--- src/rtl/spi_master_pkg.sv ---
// Shared SPI master definitions: watermark event mode encoding and decode helpers.
// Latency: n/a (types and pure functions only).
// Backpressure: n/a.
package spi_master_pkg;

  // Watermark event selection.
  // Bit 0 enables upward crossings and bit 1 enables downward crossings.
  typedef enum logic [1:0] {
    WM_OFF  = 2'b00,
    WM_UP   = 2'b01,
    WM_DOWN = 2'b10,
    WM_BOTH = 2'b11
  } wm_mode_e;

  function automatic logic wm_up_en(wm_mode_e mode);
    return (mode == WM_UP) || (mode == WM_BOTH);
  endfunction

  function automatic logic wm_down_en(wm_mode_e mode);
    return (mode == WM_DOWN) || (mode == WM_BOTH);
  endfunction

endpackage

--- src/rtl/spi_master_wm_fifo.sv ---
// SPI master TX/RX buffer FIFO with programmable watermark event,
// full/empty status, and sticky overflow/underflow flags.
// Latency: a push appears on data_o 1 cycle later (no fall-through).
// Backpressure: ready_o drops when full. When full, a push and a pop in the
// same cycle accept only the pop.
// Ports:
//   clk_i, rst_i (async, active-high), clr_i (sync soft clear)
//   valid_i/data_i/ready_o  push side
//   valid_o/data_o/ready_i  pop side
//   elements_o, full_o, empty_o  occupancy status
//   wm_level_i, wm_mode_i -> wm_event_o  watermark crossing pulse
//   ovf_o, udf_o  sticky error flags
module spi_master_wm_fifo
  import spi_master_pkg::*;
#(
  parameter int unsigned DATA_WIDTH       = 32,
  parameter int unsigned BUFFER_DEPTH     = 8,
  parameter int unsigned LOG_BUFFER_DEPTH = $clog2(BUFFER_DEPTH)
) (
  input  logic                        clk_i,
  input  logic                        rst_i,
  input  logic                        clr_i,
  input  logic                        valid_i,
  input  logic [DATA_WIDTH-1:0]       data_i,
  output logic                        ready_o,
  output logic                        valid_o,
  output logic [DATA_WIDTH-1:0]       data_o,
  input  logic                        ready_i,
  output logic [LOG_BUFFER_DEPTH:0]   elements_o,
  output logic                        full_o,
  output logic                        empty_o,
  input  logic [LOG_BUFFER_DEPTH:0]   wm_level_i,
  input  logic [1:0]                  wm_mode_i,
  output logic                        wm_event_o,
  output logic                        ovf_o,
  output logic                        udf_o
);

  localparam logic [LOG_BUFFER_DEPTH:0]   DEPTH_CNT = (LOG_BUFFER_DEPTH+1)'(BUFFER_DEPTH);
  localparam logic [LOG_BUFFER_DEPTH-1:0] PTR_MAX   = LOG_BUFFER_DEPTH'(BUFFER_DEPTH-1);

  logic [DATA_WIDTH-1:0]       mem [BUFFER_DEPTH];
  logic [LOG_BUFFER_DEPTH-1:0] wr_ptr;
  logic [LOG_BUFFER_DEPTH-1:0] rd_ptr;
  logic [LOG_BUFFER_DEPTH:0]   count;
  logic [LOG_BUFFER_DEPTH:0]   count_nxt;
  logic                        full;
  logic                        empty;
  logic                        push_acc;
  logic                        pop_acc;
  logic                        wm_hit;
  logic                        wm_event;
  logic                        ovf;
  logic                        udf;

  assign full     = (count == DEPTH_CNT);
  assign empty    = (count == '0);
  // Gating the push on !full is what drops the push in a full push+pop cycle.
  assign push_acc = valid_i && !full;
  assign pop_acc  = ready_i && !empty;

  always_comb begin
    count_nxt = count;
    case ({push_acc, pop_acc})
      2'b10:   count_nxt = count + 1'b1;
      2'b01:   count_nxt = count - 1'b1;
      default: count_nxt = count;
    endcase
  end

  // Crossing detection compares the pre- and post-update occupancy. Levels of
  // 0 or above the depth can never be crossed meaningfully, so they are masked.
  always_comb begin
    logic     lvl_ok;
    logic     up_x;
    logic     down_x;
    wm_mode_e mode;
    mode   = wm_mode_e'(wm_mode_i);
    lvl_ok = (wm_level_i != '0) && (wm_level_i <= DEPTH_CNT);
    up_x   = (count < wm_level_i) && (count_nxt >= wm_level_i);
    down_x = (count >= wm_level_i) && (count_nxt < wm_level_i);
    wm_hit = lvl_ok && ((up_x && wm_up_en(mode)) || (down_x && wm_down_en(mode)));
  end

  always_ff @(posedge clk_i or posedge rst_i) begin
    if (rst_i) begin
      wr_ptr   <= '0;
      rd_ptr   <= '0;
      count    <= '0;
      wm_event <= 1'b0;
      ovf      <= 1'b0;
      udf      <= 1'b0;
    end else if (clr_i) begin
      // Clear wins over any push or pop and never raises a watermark event.
      wr_ptr   <= '0;
      rd_ptr   <= '0;
      count    <= '0;
      wm_event <= 1'b0;
      ovf      <= 1'b0;
      udf      <= 1'b0;
    end else begin
      if (push_acc) begin
        wr_ptr <= (wr_ptr == PTR_MAX) ? '0 : wr_ptr + 1'b1;
      end
      if (pop_acc) begin
        rd_ptr <= (rd_ptr == PTR_MAX) ? '0 : rd_ptr + 1'b1;
      end
      count    <= count_nxt;
      wm_event <= wm_hit;
      ovf      <= ovf || (valid_i && full);
      udf      <= udf || (ready_i && empty);
    end
  end

  // Storage is reset so data_o never carries X, even before the first push.
  always_ff @(posedge clk_i or posedge rst_i) begin
    if (rst_i) begin
      for (int i = 0; i < int'(BUFFER_DEPTH); i++) begin
        mem[i] <= '0;
      end
    end else if (!clr_i && push_acc) begin
      mem[wr_ptr] <= data_i;
    end
  end

  assign ready_o    = !full;
  assign valid_o    = !empty;
  assign data_o     = mem[rd_ptr];
  assign elements_o = count;
  assign full_o     = full;
  assign empty_o    = empty;
  assign wm_event_o = wm_event;
  assign ovf_o      = ovf;
  assign udf_o      = udf;

endmodule

--- config.mk ---
export PLATFORM = sky130hd
export DESIGN_NAME = spi_master_wm_fifo
export DESIGN_NICKNAME = d
export VERILOG_FILES = /design/src/rtl/spi_master_pkg.sv /design/src/rtl/spi_master_wm_fifo.sv
export SDC_FILE = /design/constraint.sdc
export NUM_CORES = 1
export LEC_CHECK = 0
export CAP_MARGIN = 30
export CORE_UTILIZATION = 63
export DETAILED_ROUTE_END_ITERATION = 16
export PLACE_DENSITY = 0.84
export SYNTH_ARGS = -nofsm -noshare
export SYNTH_HDL_FRONTEND = slang
export SYNTH_SLANG_ARGS = --single-unit
export TNS_END_PERCENT = 30
--- constraint.sdc ---
create_clock -name clk_i -period 23.9 [get_ports clk_i]
set_clock_uncertainty 0.2 [all_clocks]
set_input_delay 7.17 -clock clk_i [delete_from_list [all_inputs] [get_ports clk_i]]
set_output_delay 7.17 -clock clk_i [all_outputs]
set_load 0.02 [all_outputs]
==> parameters.txt <==
Parameter                              Value

Outcome
  Status ... finished clean

Synthesis
  Top cells by area in the synthesized netlist ... dfrtp_1 (52%), mux2_2 (15%), mux2_4 (14%)
  Mean instance size in the synthesized netlist ... 16.80 um^2
  Area share of the largest cell type after synthesis ... 51.98%
  Most frequent cells after synthesis ... dfrtp_1 (269), mux2_2 (172), mux2_4 (118)
  Synthesized cell area ... 12950 um^2
  Total number of yosys warnings ... 0
  Top_reg_cell synth ... dfrtp_1
  Count of unique library cells instantiated by Yosys ... 44
  Number of enable flip-flop cells after synthesis ... 0
  Yosys reg bits ... 269
  Largest area contributor in the netlist ... dfrtp_1
  Seq/Total Area, Yosys ... 51.98%
  Dominant cell by count in the synthesized netlist ... dfrtp_1
  Fraction of registers with async set/reset ... 100.0%
  Syn_nets ... 828
  Synthesized netlist cell count ... 771

STA
  Maximum clock frequency ... 0.09123 GHz
  Worst rel slew slack ... 35.96%
  Count of final max-slew check failures ... 0
  Setup repair after global routing missed its margin ... no
  Aggregate negative setup slack ... 0 ns
  Final worst setup slack ... 12.94 ns
  Slew @ Worst Pin ... 0.9575 ns
  Final setup violation count ... 0
  Final Cycle Share ... 45.86%
  Total count of hold-check failures in the final report ... 0
  Fin Hold WS ... 0.2935 ns
  Minimum clock period after layout ... 10.96 ns

Finish
  Share of final-layout standard cells stronger than drive strength 1 ... 48.39%
  Final Core Density ... 73.60%
  Area delta synth->final ... 14.64%
  Number of nets at the end of the flow ... 910

Clocking
  Sinks on the clock net ... 269
  Number of gates resized after cts ... 0
  H-tree depth reported by CTS ... 1
  Clock root buffer ... clkbuf_16
  Buffers inserted during post-CTS setup optimization ... 0
  Cts bufs inserted ... 28
  Clock buffer depth ... 3
  Clock tree from TritonCTS ... built
  Clock insertion delay at the later pin of the skew report ... 0.54 ns
  Clock transition time at the flip-flop clock pins of the worst setup and hold paths ... 0.06 ns
  Hold-fix buffers at CTS ... 0

Die
  Number of primary I/O pins ... 86
  Floorplan Core Area ... 20170 um^2
  DIE WIDTH ... 145.4 um
  Standard-cell rows ... 52
  Effective utilization at floorplan ... 64.21%
  Die Y-Extent ... 145.4 um
  Die area ... 21130 um^2

Power
  Power density normalized to cell area ... 107.6 nW/um^2
  Total power after layout ... 1.597 mW
  Worst-case vdd ir drop ... 107.5 uV
  Leak ... 6.674 nW

Setup path
  Data required, critical path ... 16.53 ns
  CP Capture Type ... output port
  Ordered list of cells on the worst path ... buf_4 > mux4_2 > mux2_2 > clkdlybuf4s50_1
  Largest stage delay on the critical path ... 0.79 ns
  Buf/Inv on CP ... 2
  Crit path launch type ... flop
  Type of the worst setup path ... flop to output port
  Cell family with most CP delay ... buffers and inverters
  Arrival @ worst endpoint ... 3.59 ns
  Highest net fanout along the worst path ... 40
  Slowest cell on the critical path ... dfrtp_4

Global route
  Aggregate global routing overflow ... 0
  Vias in the first global route ... 7982
  Largest net degree at the start of global routing ... 152
  Combined global-route utilization of all metal layers ... 26.69%
  Wire length of the first global-routing pass ... 44040 um
  Initial antenna violation count ... 1

Placement
  DP Worst Slack ... 13.33 ns
  Half-perimeter wire length after detailed placement ... 15820 um
  Final Wtd Congestion ... 0.8586
  Input/output buffers ... 85

Route
  Detailed-routing iteration count for the pre-antenna-repair pass ... 4
  Via Count ... 7033
  Count of routing violations after the opening detailed-route iteration ... 391
  Wire length per cell after detailed routing ... 23.61 um
  Routed WL ... 26940 um
  Post-route DRC ... 0
  Detail Route Antenna Nets ... 0
  DR vias/cell ... 6.164

Worst hold path
  Hold/Removal Path Class ... flop to flop

Run
  Max_cap viols ... 0
## worst reg2reg max path, cell delays in order (launching register included)
cell and delay, ns:
dfrtp_1 0.50, or4_1 0.67, nand2_1 0.20, inv_1 0.09, ha_1 0.25, xor2_1 0.17, ha_1 0.19, a21oi_1 0.14
xnor2_1 0.14, nand2b_1 0.11, xnor2_1 0.14, ha_1 0.30, o21a_1 0.12, o31ai_1 0.08, a311o_1 0.32, a211oi_1 0.22
## logic make-up after synthesis
group                      share of synthesized area (%)
muxes                                              39.86
DFF                                                51.98
buffers and inverters                              3.005
and+or+nand+nor                                    2.319
AOI/OAI and AO/OA                                  1.015
adders and majority gates                          1.353
xor gates and xnor gates                          0.4734
## path summary, 6_finish.rpt
| check | from | cells after the start | end | slack, ns |
|---|---|---|---|---|
| max | rd_ptr[0]$_DFFE_PP0P_ | 4 | data_o[31] | 12.94 |
| min | ovf_o$_DFF_PP0_ | 2 | ovf_o$_DFF_PP0_ | 0.29 |
| max reg2reg | elements_o[1]$_DFF_PP0_ | 15 | wm_event_o$_DFF_PP0_ | 19.97 |
| min reg2reg | ovf_o$_DFF_PP0_ | 2 | ovf_o$_DFF_PP0_ | 0.29 |
| max in group asynchronous | rst_i | 4 | mem[245]$_DFFE_PP0P_ | 14.98 |
| min in group asynchronous | rst_i | 2 | mem[24]$_DFFE_PP0P_ | 6.80 |
## placed cells by master (no fill, tap or decap), drive strengths merged, types with 6 or more instances in the layout
cell           count
a21oi              8
buf               16
clkbuf            45
clkdlybuf4s50     85
dfrtp            269
ha                14
inv                9
mux2             291
mux4              64
nand2              9
nand3              6
nor2              12
## routing by layer
metal,GRT usage [%],share of wire [%],up-vias
met5,0,0,-
met4,8.579,2.8,0
met3,3.856,4.4,52
met2,45.87,51,180
met1,35.44,42,3773
li1,-,-,3028
## final cells by class
| class | instances | area, um^2 |
|---|---|---|
| diodes | 1 | 2.502 |
| multi-input cells | 444 | 5852 |
| inverters | 9 | 42.54 |
| repair buffers | 101 | 1023 |
| fillers | 1221 | 5324 |
| flip-flops and latches | 269 | 6738 |
| clock inverters | 2 | 13.76 |
| clock buffers | 45 | 835.8 |
| well taps | 270 | 337.8 |
## state kept, by name, summed over array words and instances, names as in the netlist
name,flops
ovf_o,1
elements_o,4
udf_o,1
rd_ptr,3
mem,256
wr_ptr,3
wm_event_o,1
## report_power, final
group / switching, mW / internal (mW) / total, mW / leakage (nW)
Combinational: 0.220 / 0.325 / 0.545 / 2.71
Clock: 0.171 / 0.237 / 0.408 / 0.415
Sequential: 0.0776 / 0.566 / 0.644 / 3.55
## through the flow
stage / cell area, um^2 / std cells
finish: 14850 / 1141
global route: 14850 / 1141
CTS: 14820 / 1139
detailed placement: 13970 / 1092
global placement: 13910 / 1089
floorplan: 12950 / 771
Power figures use the tool's default switching activity.
